--- src/rtl/aes_inv_sub_bytes_seq.sv ---
// Sequential InvSubBytes engine: substitutes NUM_LANES 32-bit words of a 128-bit state per cycle.
// Optional macro AES_INV_SUB_FWD_EN adds fwd_i, selecting the forward S-box for a block.
module aes_inv_sub_bytes_seq #(
   parameter int NUM_LANES = 1
) (
   input  logic         clk,
   input  logic         rst_n,
   input  logic         in_valid,
   output logic         in_ready,
   input  logic [127:0] in_state,
`ifdef AES_INV_SUB_FWD_EN
   input  logic         fwd_i,
`endif
   output logic         out_valid,
   input  logic         out_ready,
   output logic [127:0] out_state,
   output logic         busy
);

   if (NUM_LANES != 1 && NUM_LANES != 2 && NUM_LANES != 4) begin : g_bad_lanes
      $error("aes_inv_sub_bytes_seq: NUM_LANES must be 1, 2 or 4");
   end

   typedef enum logic [1:0] {IDLE, RUN, DONE} fsm_t;

   fsm_t         fsm, fsm_nxt;
   logic [127:0] state_reg, state_reg_nxt;
   logic [1:0]   cnt, cnt_nxt;
   logic         fwd_q, fwd_nxt;
   logic         last_slice;

   function automatic logic [7:0] rotl(input logic [7:0] x, input int n);
      return (x << n) | (x >> (8 - n));
   endfunction

   function automatic logic [7:0] gf_mul(input logic [7:0] a, input logic [7:0] b);
      logic [7:0] p, aa;
      p  = 8'h00;
      aa = a;
      for (int i = 0; i < 8; i++) begin
         if (b[i]) p = p ^ aa;
         aa = {aa[6:0], 1'b0} ^ (aa[7] ? 8'h1b : 8'h00);
      end
      return p;
   endfunction

   // Multiplicative inverse as x^254 (square-and-multiply); maps 0 to 0 as the S-box requires.
   function automatic logic [7:0] gf_inv(input logic [7:0] x);
      logic [7:0] sq, acc;
      sq  = x;
      acc = 8'h01;
      for (int i = 1; i < 8; i++) begin
         sq  = gf_mul(sq, sq);
         acc = gf_mul(acc, sq);
      end
      return acc;
   endfunction

   function automatic logic [7:0] inv_sbox(input logic [7:0] x);
      return gf_inv(rotl(x, 1) ^ rotl(x, 3) ^ rotl(x, 6) ^ 8'h05);
   endfunction

`ifdef AES_INV_SUB_FWD_EN
   function automatic logic [7:0] fwd_sbox(input logic [7:0] x);
      logic [7:0] y;
      y = gf_inv(x);
      return y ^ rotl(y, 1) ^ rotl(y, 2) ^ rotl(y, 3) ^ rotl(y, 4) ^ 8'h63;
   endfunction
`endif

   logic [1:0]  lane_idx [NUM_LANES];
   logic [31:0] lane_in  [NUM_LANES];
   logic [31:0] lane_out [NUM_LANES];

   for (genvar l = 0; l < NUM_LANES; l++) begin : g_lane
      assign lane_idx[l] = cnt + 2'(l);
      assign lane_in[l]  = state_reg[{lane_idx[l], 5'b0} +: 32];
      for (genvar b = 0; b < 4; b++) begin : g_byte
`ifdef AES_INV_SUB_FWD_EN
         assign lane_out[l][8*b +: 8] = fwd_q ? fwd_sbox(lane_in[l][8*b +: 8])
                                              : inv_sbox(lane_in[l][8*b +: 8]);
`else
         assign lane_out[l][8*b +: 8] = inv_sbox(lane_in[l][8*b +: 8]);
`endif
      end
   end

   // The slice ending at word 3 is the final one of the block.
   assign last_slice = (cnt == 2'(4 - NUM_LANES));
   assign out_state  = state_reg;

   always_comb begin
      // NOTE: every signal gets a default before the case so no path can infer a latch.
      fsm_nxt       = fsm;
      state_reg_nxt = state_reg;
      cnt_nxt       = cnt;
      fwd_nxt       = fwd_q;
      in_ready      = 1'b0;
      out_valid     = 1'b0;
      busy          = 1'b0;
      case (fsm)
         IDLE: begin
            in_ready = 1'b1;
            if (in_valid) begin
               state_reg_nxt = in_state;
               cnt_nxt       = 2'd0;
`ifdef AES_INV_SUB_FWD_EN
               fwd_nxt       = fwd_i;
`endif
               fsm_nxt       = RUN;
            end
         end
         RUN: begin
            busy = 1'b1;
            for (int l = 0; l < NUM_LANES; l++) begin
               state_reg_nxt[{lane_idx[l], 5'b0} +: 32] = lane_out[l];
            end
            cnt_nxt = cnt + 2'(NUM_LANES);
            if (last_slice) fsm_nxt = DONE;
         end
         DONE: begin
            busy      = 1'b1;
            out_valid = 1'b1;
            if (out_ready) fsm_nxt = IDLE;
         end
         default: fsm_nxt = IDLE;
      endcase
   end

   // NOTE: sequential state uses non-blocking assignments only, so all registers update together.
   always_ff @(posedge clk or negedge rst_n) begin
      if (!rst_n) begin
         fsm       <= IDLE;
         state_reg <= '0;
         cnt       <= 2'd0;
         fwd_q     <= 1'b0;
      end else begin
         fsm       <= fsm_nxt;
         state_reg <= state_reg_nxt;
         cnt       <= cnt_nxt;
         fwd_q     <= fwd_nxt;
      end
   end

endmodule

--- config.mk ---
export PLATFORM = sky130hd
export DESIGN_NAME = aes_inv_sub_bytes_seq
export DESIGN_NICKNAME = d
export VERILOG_FILES = /design/src/rtl/aes_inv_sub_bytes_seq.sv
export SDC_FILE = /design/constraint.sdc
export NUM_CORES = 2
export LEC_CHECK = 0
export CORE_MARGIN = 2
export CORE_UTILIZATION = 55
export CTS_CLUSTER_SIZE = 8
export DETAILED_ROUTE_END_ITERATION = 10
export PLACE_DENSITY = 0.73
export SLEW_MARGIN = 20
export SYNTH_ARGS = -nofsm -noshare
export SYNTH_HDL_FRONTEND = slang
export SYNTH_SLANG_ARGS = --single-unit
--- constraint.sdc ---
create_clock -name clk -period 21.8 [get_ports clk]
set_input_delay 2.18 -clock clk [delete_from_list [all_inputs] [get_ports clk]]
set_output_delay 2.18 -clock clk [all_outputs]
set_load 0.005 [all_outputs]
==> Word level (Yosys, flattened, before mapping) <==
Index checks and enable logic that the tools add are counted.
{ "totals": {"inputBits": 132, "reg_bits": 132, "out_inout_bits": 131} }
{ "classes": {"eq_ne": 6, "addsub": 2, "n_reduce_logical": 5, "n_bitwise": 780, "shift": 3, "mux": 824} }
{ "op_table": {"columns": ["operator", "count"], "rows": [
  ["8-bit 2-to-1 mux", 420],
  ["8-bit XOR", 372],
  ["8-bit by 5-bit XOR with 8-bit output", 364],
  ["5-bit 2-to-1 mux", 368],
  ["128-bit one-hot mux with 2 select lines", 1],
  ["128-bit bitwise mux", 1],
  ["128-bit 2-to-1 mux", 1],
  ["32-bit by 9-bit variable shift with 128-bit output (first input constant)", 1],
  ["128-bit by 8-bit variable part select with 32-bit output", 1],
  ["32-bit by 9-bit variable part select with 128-bit output", 1],
  ["8-bit by 1-bit bitwise OR with 8-bit output", 4],
  ["8-bit by 3-bit bitwise OR with 8-bit output", 4],
  ["8-bit by 6-bit bitwise OR with 8-bit output", 4],
  ["7-bit 2-to-1 mux", 4],
  ["1-bit inverter (first input constant)", 28],
  ["6-bit 2-to-1 mux", 4],
  ["2-bit 2-to-1 mux", 8],
  ["4-bit 2-to-1 mux", 4],
  ["3-bit 2-to-1 mux", 4],
  ["7-bit negator with 9-bit output", 1],
  ["2-bit inverter", 4],
  ["1-bit 2-to-1 mux", 7],
  ["2-bit inequality test (second input constant)", 3],
  ["2-bit one-hot mux with 3 select lines", 1],
  ["other kinds (9)", 10]
]} }

==> Depth between registers and ports, before layout <==
{ "logic_depth": {"depth_word": 134, "depth_mapped": 82} }

==> Least setup slack after synthesis <==
No wires, ideal clock.
{ "synth_path": {"kind": "reg-to-reg", "start": "register cnt[0]", "end": "register state_reg[12], in the netlist out_state[12]", "setup_time_ns": 0.122, "arrival_ns": 16.891, "stages_incl_launch_ff": 79, "setup_slack_ns": 4.787, "n_path_buf": 17, "cell_sequence": "dfrtp_1 buf_6 mux4_2 buf_2 xnor2_2 xnor2_1 inv_2 buf_6 ha_1 buf_1 xnor2_1 xnor2_1 xnor2_1 a32oi_1 nor3_1 nand2b_1 buf_2 inv_2 [... 43 more ...] a31oi_1 mux2i_1 o2111a_1 a21oi_1 xnor2_1 clkbuf_1 nor2_1 xnor2_1 xnor2_1 xor2_1 nor2_1 xor2_1 mux2i_1 xnor2_1 xnor2_1 xnor2_1 nand2b_1 a21oi_1"} }
{ "synth_between": {"elab_chain_len": 132, "elab_cells_between_ends": 1570, "classes_between": "add/sub: 1; shift: 3; mux: 814; bitwise: 752"} }
{ "synth_rtl": {"columns": ["element", "line", "rtl"], "rows": [
  ["start: declaration", "28", "logic [1:0] cnt, cnt_nxt;"],
  ["start signal: assignment", "140", "cnt <= cnt_nxt;"],
  ["128-bit by 8-bit variable part select with 32-bit output", "77", "assign lane_in[l] = state_reg[{lane_idx[l], 5'b0} +: 32];"],
  ["8-bit by 1-bit bitwise OR with 8-bit output or 8-bit by 3-bit bitwise OR with 8-bit output (tied branches)", "33", "return (x << n) | (x >> (8 - n));"],
  ["8-bit XOR (2 in series)", "60", "return gf_inv(rotl(x, 1) ^ rotl(x, 3) ^ rotl(x, 6) ^ 8'h05);"],
  ["2-bit inverter (no source line)", null, null],
  ["8-bit 2-to-1 mux", "41", "if (b[i]) p = p ^ aa;"],
  ["8-bit XOR", "41", null],
  ["8-bit 2-to-1 mux", "41", null],
  ["8-bit XOR", "41", null],
  ["[... 115 more ...]", null, null],
  ["8-bit 2-to-1 mux", "41", null],
  ["8-bit XOR", "41", null],
  ["8-bit 2-to-1 mux", "41", null],
  ["8-bit XOR", "41", null],
  ["8-bit 2-to-1 mux", "41", null],
  ["32-bit by 9-bit variable part select with 128-bit output", "116", "state_reg_nxt[{lane_idx[l], 5'b0} +: 32] = lane_out[l];"],
  ["128-bit bitwise mux (*)", "116", null],
  ["128-bit one-hot mux with 2 select lines (*)", "101", "case (fsm)"],
  ["end signal: assignment", "139", "state_reg <= state_reg_nxt;"],
  ["end: declaration", "27", "logic [127:0] state_reg, state_reg_nxt;"]
]} }
Mark *: on every way between the ends. The rest lies on a longest branch, timed or not.
A chain may end at the register's enable or synchronous reset.

==> Worst setup path after layout <==
{ "layout_path": {"start": "register cnt[0]", "end": "register state_reg[16], in the netlist out_state[16]"} }
Same word-level chain as after synthesis.

==> metrics.txt <==
Initial Utilization=a little under three fifths; drt wl/cell=around 20 µm; R2R setup slack=around 1400 ps; initial antenna violation count=1; post-route cell area=71490 µm²; 1st-iter DRT viols=7807; RR Endpoint=out_state[16]; largest net degree at the start of global routing=73; clock sink total=~130; Die X=~350 µm; Worst Setup EP=out_state[16]; Post-Syn Nets=roughly 9400; Post-synth ARST share=100.0%; post-synthesis sequential area ratio=under 10%; Reg2Reg Launch Point=cnt[0]; die footprint=about 120000 µm²; post-place setup slack=approximately 1100 ps; fin worst setup slack=between 1000 and 1500 ps; endpoint type of the worst setup path=register; worst r2r path cells=between 50 and 60; DP Area=70810 µm²; PortBufs=262; Final setup viols=0; Startpoint Class=register; fin util=between 50% and 60%; worst slew pin tran=1123 ps; DRC errors left=0; Num CTS Buffers=17; FMAX=roughly 49 MHz; TNS Setup=0 ps; CTS tree=yes; crit path max fanout=46; Post-Syn Instances=slightly above 9000; clk root buf=clkbuf_16; status=complete, no violations; crit path kind=reg -> reg; Syn-to-layout area delta=7.320%; Crit-path slowest cell=mux4_4; HP Start=out_state[116]; IO Count=between 200 and 300; Routed WL=214500 µm; max-cap violations=0; Final Cycle Share=93.66%; post-DP HPWL=~150000 µm; Primary FF master, synth=dfrtp_1; CP required=approximately 22000 ps; total track usage=~33%; worst-skew pair later-pin latency=approximately 510 ps; share of cells above drive strength 1=under 10%; # rows=roughly 130; via count=around 68000; H-tree depth=4; first-pass GRT wire length=between 300000 and 400000 µm; Fin Clk Skew=21.92 ps; Cell Area, Synth=~67000 µm²; vias in the first global route=roughly 62000; Hold Crit Class=reg -> reg; post-CTS setup buffers=0; Post-synth EDFFs=0; Critical Path AT=around 21000 ps; max-slew violation count=0; number of distinct library cells after synthesis=around 130; gpl congestion=~0.97; Setup crit start=cnt[0]; mean area per synthesized cell=between 7 and 8 µm²; fill count=between 10000 and 15000; Final Hold Viols=0; core box area=between 100000 and 150000 µm²; crit-path most repeated cell=xnor2_1; fin nets=9256; headroom to the max-slew limit=24.85%; drt via density=around 6.3; setup repair after global routing missed its margin=no; Post-DRT Antenna Nets=0; total grt overflow=0; clock slew at reported path FFs=roughly 70 ps; TritonRoute pass-1 iters=8; flops & latches, synth=roughly 130; max incr delay on CP=approximately 1000 ps; Period minus WS final=20420 ps; Max Root-Sink Buffers=2; Die Ht=about 350 µm; Ys Warns=0
## sequential cells by signal (all words and copies together), names as in the netlist
name and flops:
cnt 2, fsm 2, out_state 128
## repair_timing
item,in CTS,in global routing
endpoints found under the setup margin,0,36
gates resized for setup,0,7
hold buffers,0,0
endpoints found under the hold margin,0,0
## cells in the mapped netlist (38+ instances only)
cell type,n,area share [%]
o22ai_1,127,1.2
a21o_1,38,0.43
nand4_1,47,0.44
nand2b_1,105,0.99
dfrtp_1,132,5.0
o21ai_1,100,0.75
or3_1,52,0.49
a221oi_1,39,0.51
nand3_1,225,1.7
inv_1,94,0.53
clkbuf_1,419,2.4
nand2_1,928,5.2
a31oi_1,91,0.85
nor3_1,280,2.1
xor2_1,450,5.9
a21oi_1,555,4.2
nor2b_1,43,0.40
buf_1,67,0.38
buf_2,140,1.1
a22oi_1,134,1.5
xnor2_1,1724,23
a211oi_1,89,1.0
and3_1,60,0.56
o211ai_1,71,0.80
xnor3_1,210,7.1
xnor2_2,114,2.8
mux2i_1,215,3.2
o21ai_0,382,2.9
and2_1,56,0.53
nor2_1,1268,7.1
## cells in the final DEF (no fill, tap or decap), drive strengths merged, types with 32 or more instances in the layout
| cell | netlist | final |
|---|---|---|
| xnor2 | 1859 | 1859 |
| nor2 | 1272 | 1272 |
| nand2 | 929 | 929 |
| a21oi | 557 | 557 |
| xor2 | 487 | 487 |
| o21ai | 482 | 482 |
| nor3 | 286 | 286 |
| buf | 252 | 272 |
| clkdlybuf4s50 | 0 | 261 |
| nand3 | 226 | 226 |
| xnor3 | 224 | 224 |
| mux2i | 216 | 216 |
| a22oi | 135 | 135 |
| dfrtp | 132 | 132 |
| o22ai | 128 | 128 |
| inv | 107 | 115 |
| nand2b | 105 | 105 |
| a211oi | 94 | 94 |
| a31oi | 92 | 92 |
| o211ai | 72 | 72 |
| and3 | 60 | 60 |
| and2 | 58 | 58 |
| or3 | 52 | 52 |
| nand4 | 47 | 47 |
| nor2b | 43 | 43 |
| a221oi | 42 | 42 |
| or2 | 41 | 41 |
| mux2 | 40 | 40 |
| a21o | 38 | 38 |
| nor4 | 38 | 38 |
| o31ai | 37 | 37 |
| mux4 | 36 | 36 |
| ha | 35 | 35 |
| xor3 | 32 | 32 |
## metrics by stage
stage          hold WS [ps]  std cells
2_1_floorplan         471.9       9208
3_3_place_gp          494.5      10680
3_5_place_dp          496.8      10680
4_1_cts               510.5      10710
5_1_grt               540.7      10710
6_report              507.2      10720
## metal layers
metal,vias up,share of wire [%],global-route usage (%)
li1,31810,-,-
met1,31910,43,46.06
met2,3590,44,51.32
met3,431,10,6.026
met4,2,2.3,8.601
met5,-,0.0056,0
## worst min path at each step
stage,slack [ps],cells past startpoint,endpoint
after detailed placement,500,2,out_state[116]
after global placement,490,2,fsm[1]
after global routing,540,2,out_state[116]
after CTS,510,2,out_state[116]
final,510,2,out_state[116]
after floorplan,470,2,fsm[1]
## cell type report
| class | count | area, µm² | area share [%] |
|---|---|---|---|
| antenna | 1 | 2.502 | 0.003501 |
| clock buffer | 17 | 425.4 | 0.5951 |
| clock inverter | 15 | 161.4 | 0.2258 |
| inverter | 130 | 490.5 | 0.6861 |
| multi-input combinational | 8275 | 60420 | 84.52 |
| sequential | 132 | 3308 | 4.628 |
| tap | 1612 | 2017 | 2.821 |
| timing repair buffer | 533 | 4658 | 6.516 |
## cell families after synthesis
group,Yosys count,synth area share [%]
DFF,132,4.959
xor gates and xnor gates,2602,41.94
buffers and inverters,801,5.128
and+or+nand+nor,3251,21.69
muxes,292,5.145
adders and majority gates,41,0.7476
AOI/OAI and AO/OA,2089,20.39
## critical path, delay by kind of cell, from the launching register on
family / cells / cell delay [ps]
compound gates: 22 / 5310
buf+inv: 2 / 290
simple gates: 16 / 5980
xor+xnor: 12 / 5260
mux: 4 / 1720
fa+ha+maj: 2 / 820
flops: 1 / 840
Power is not shown: default switching activity piles up to over one toggle a cycle in this logic, so the estimate is an artifact.
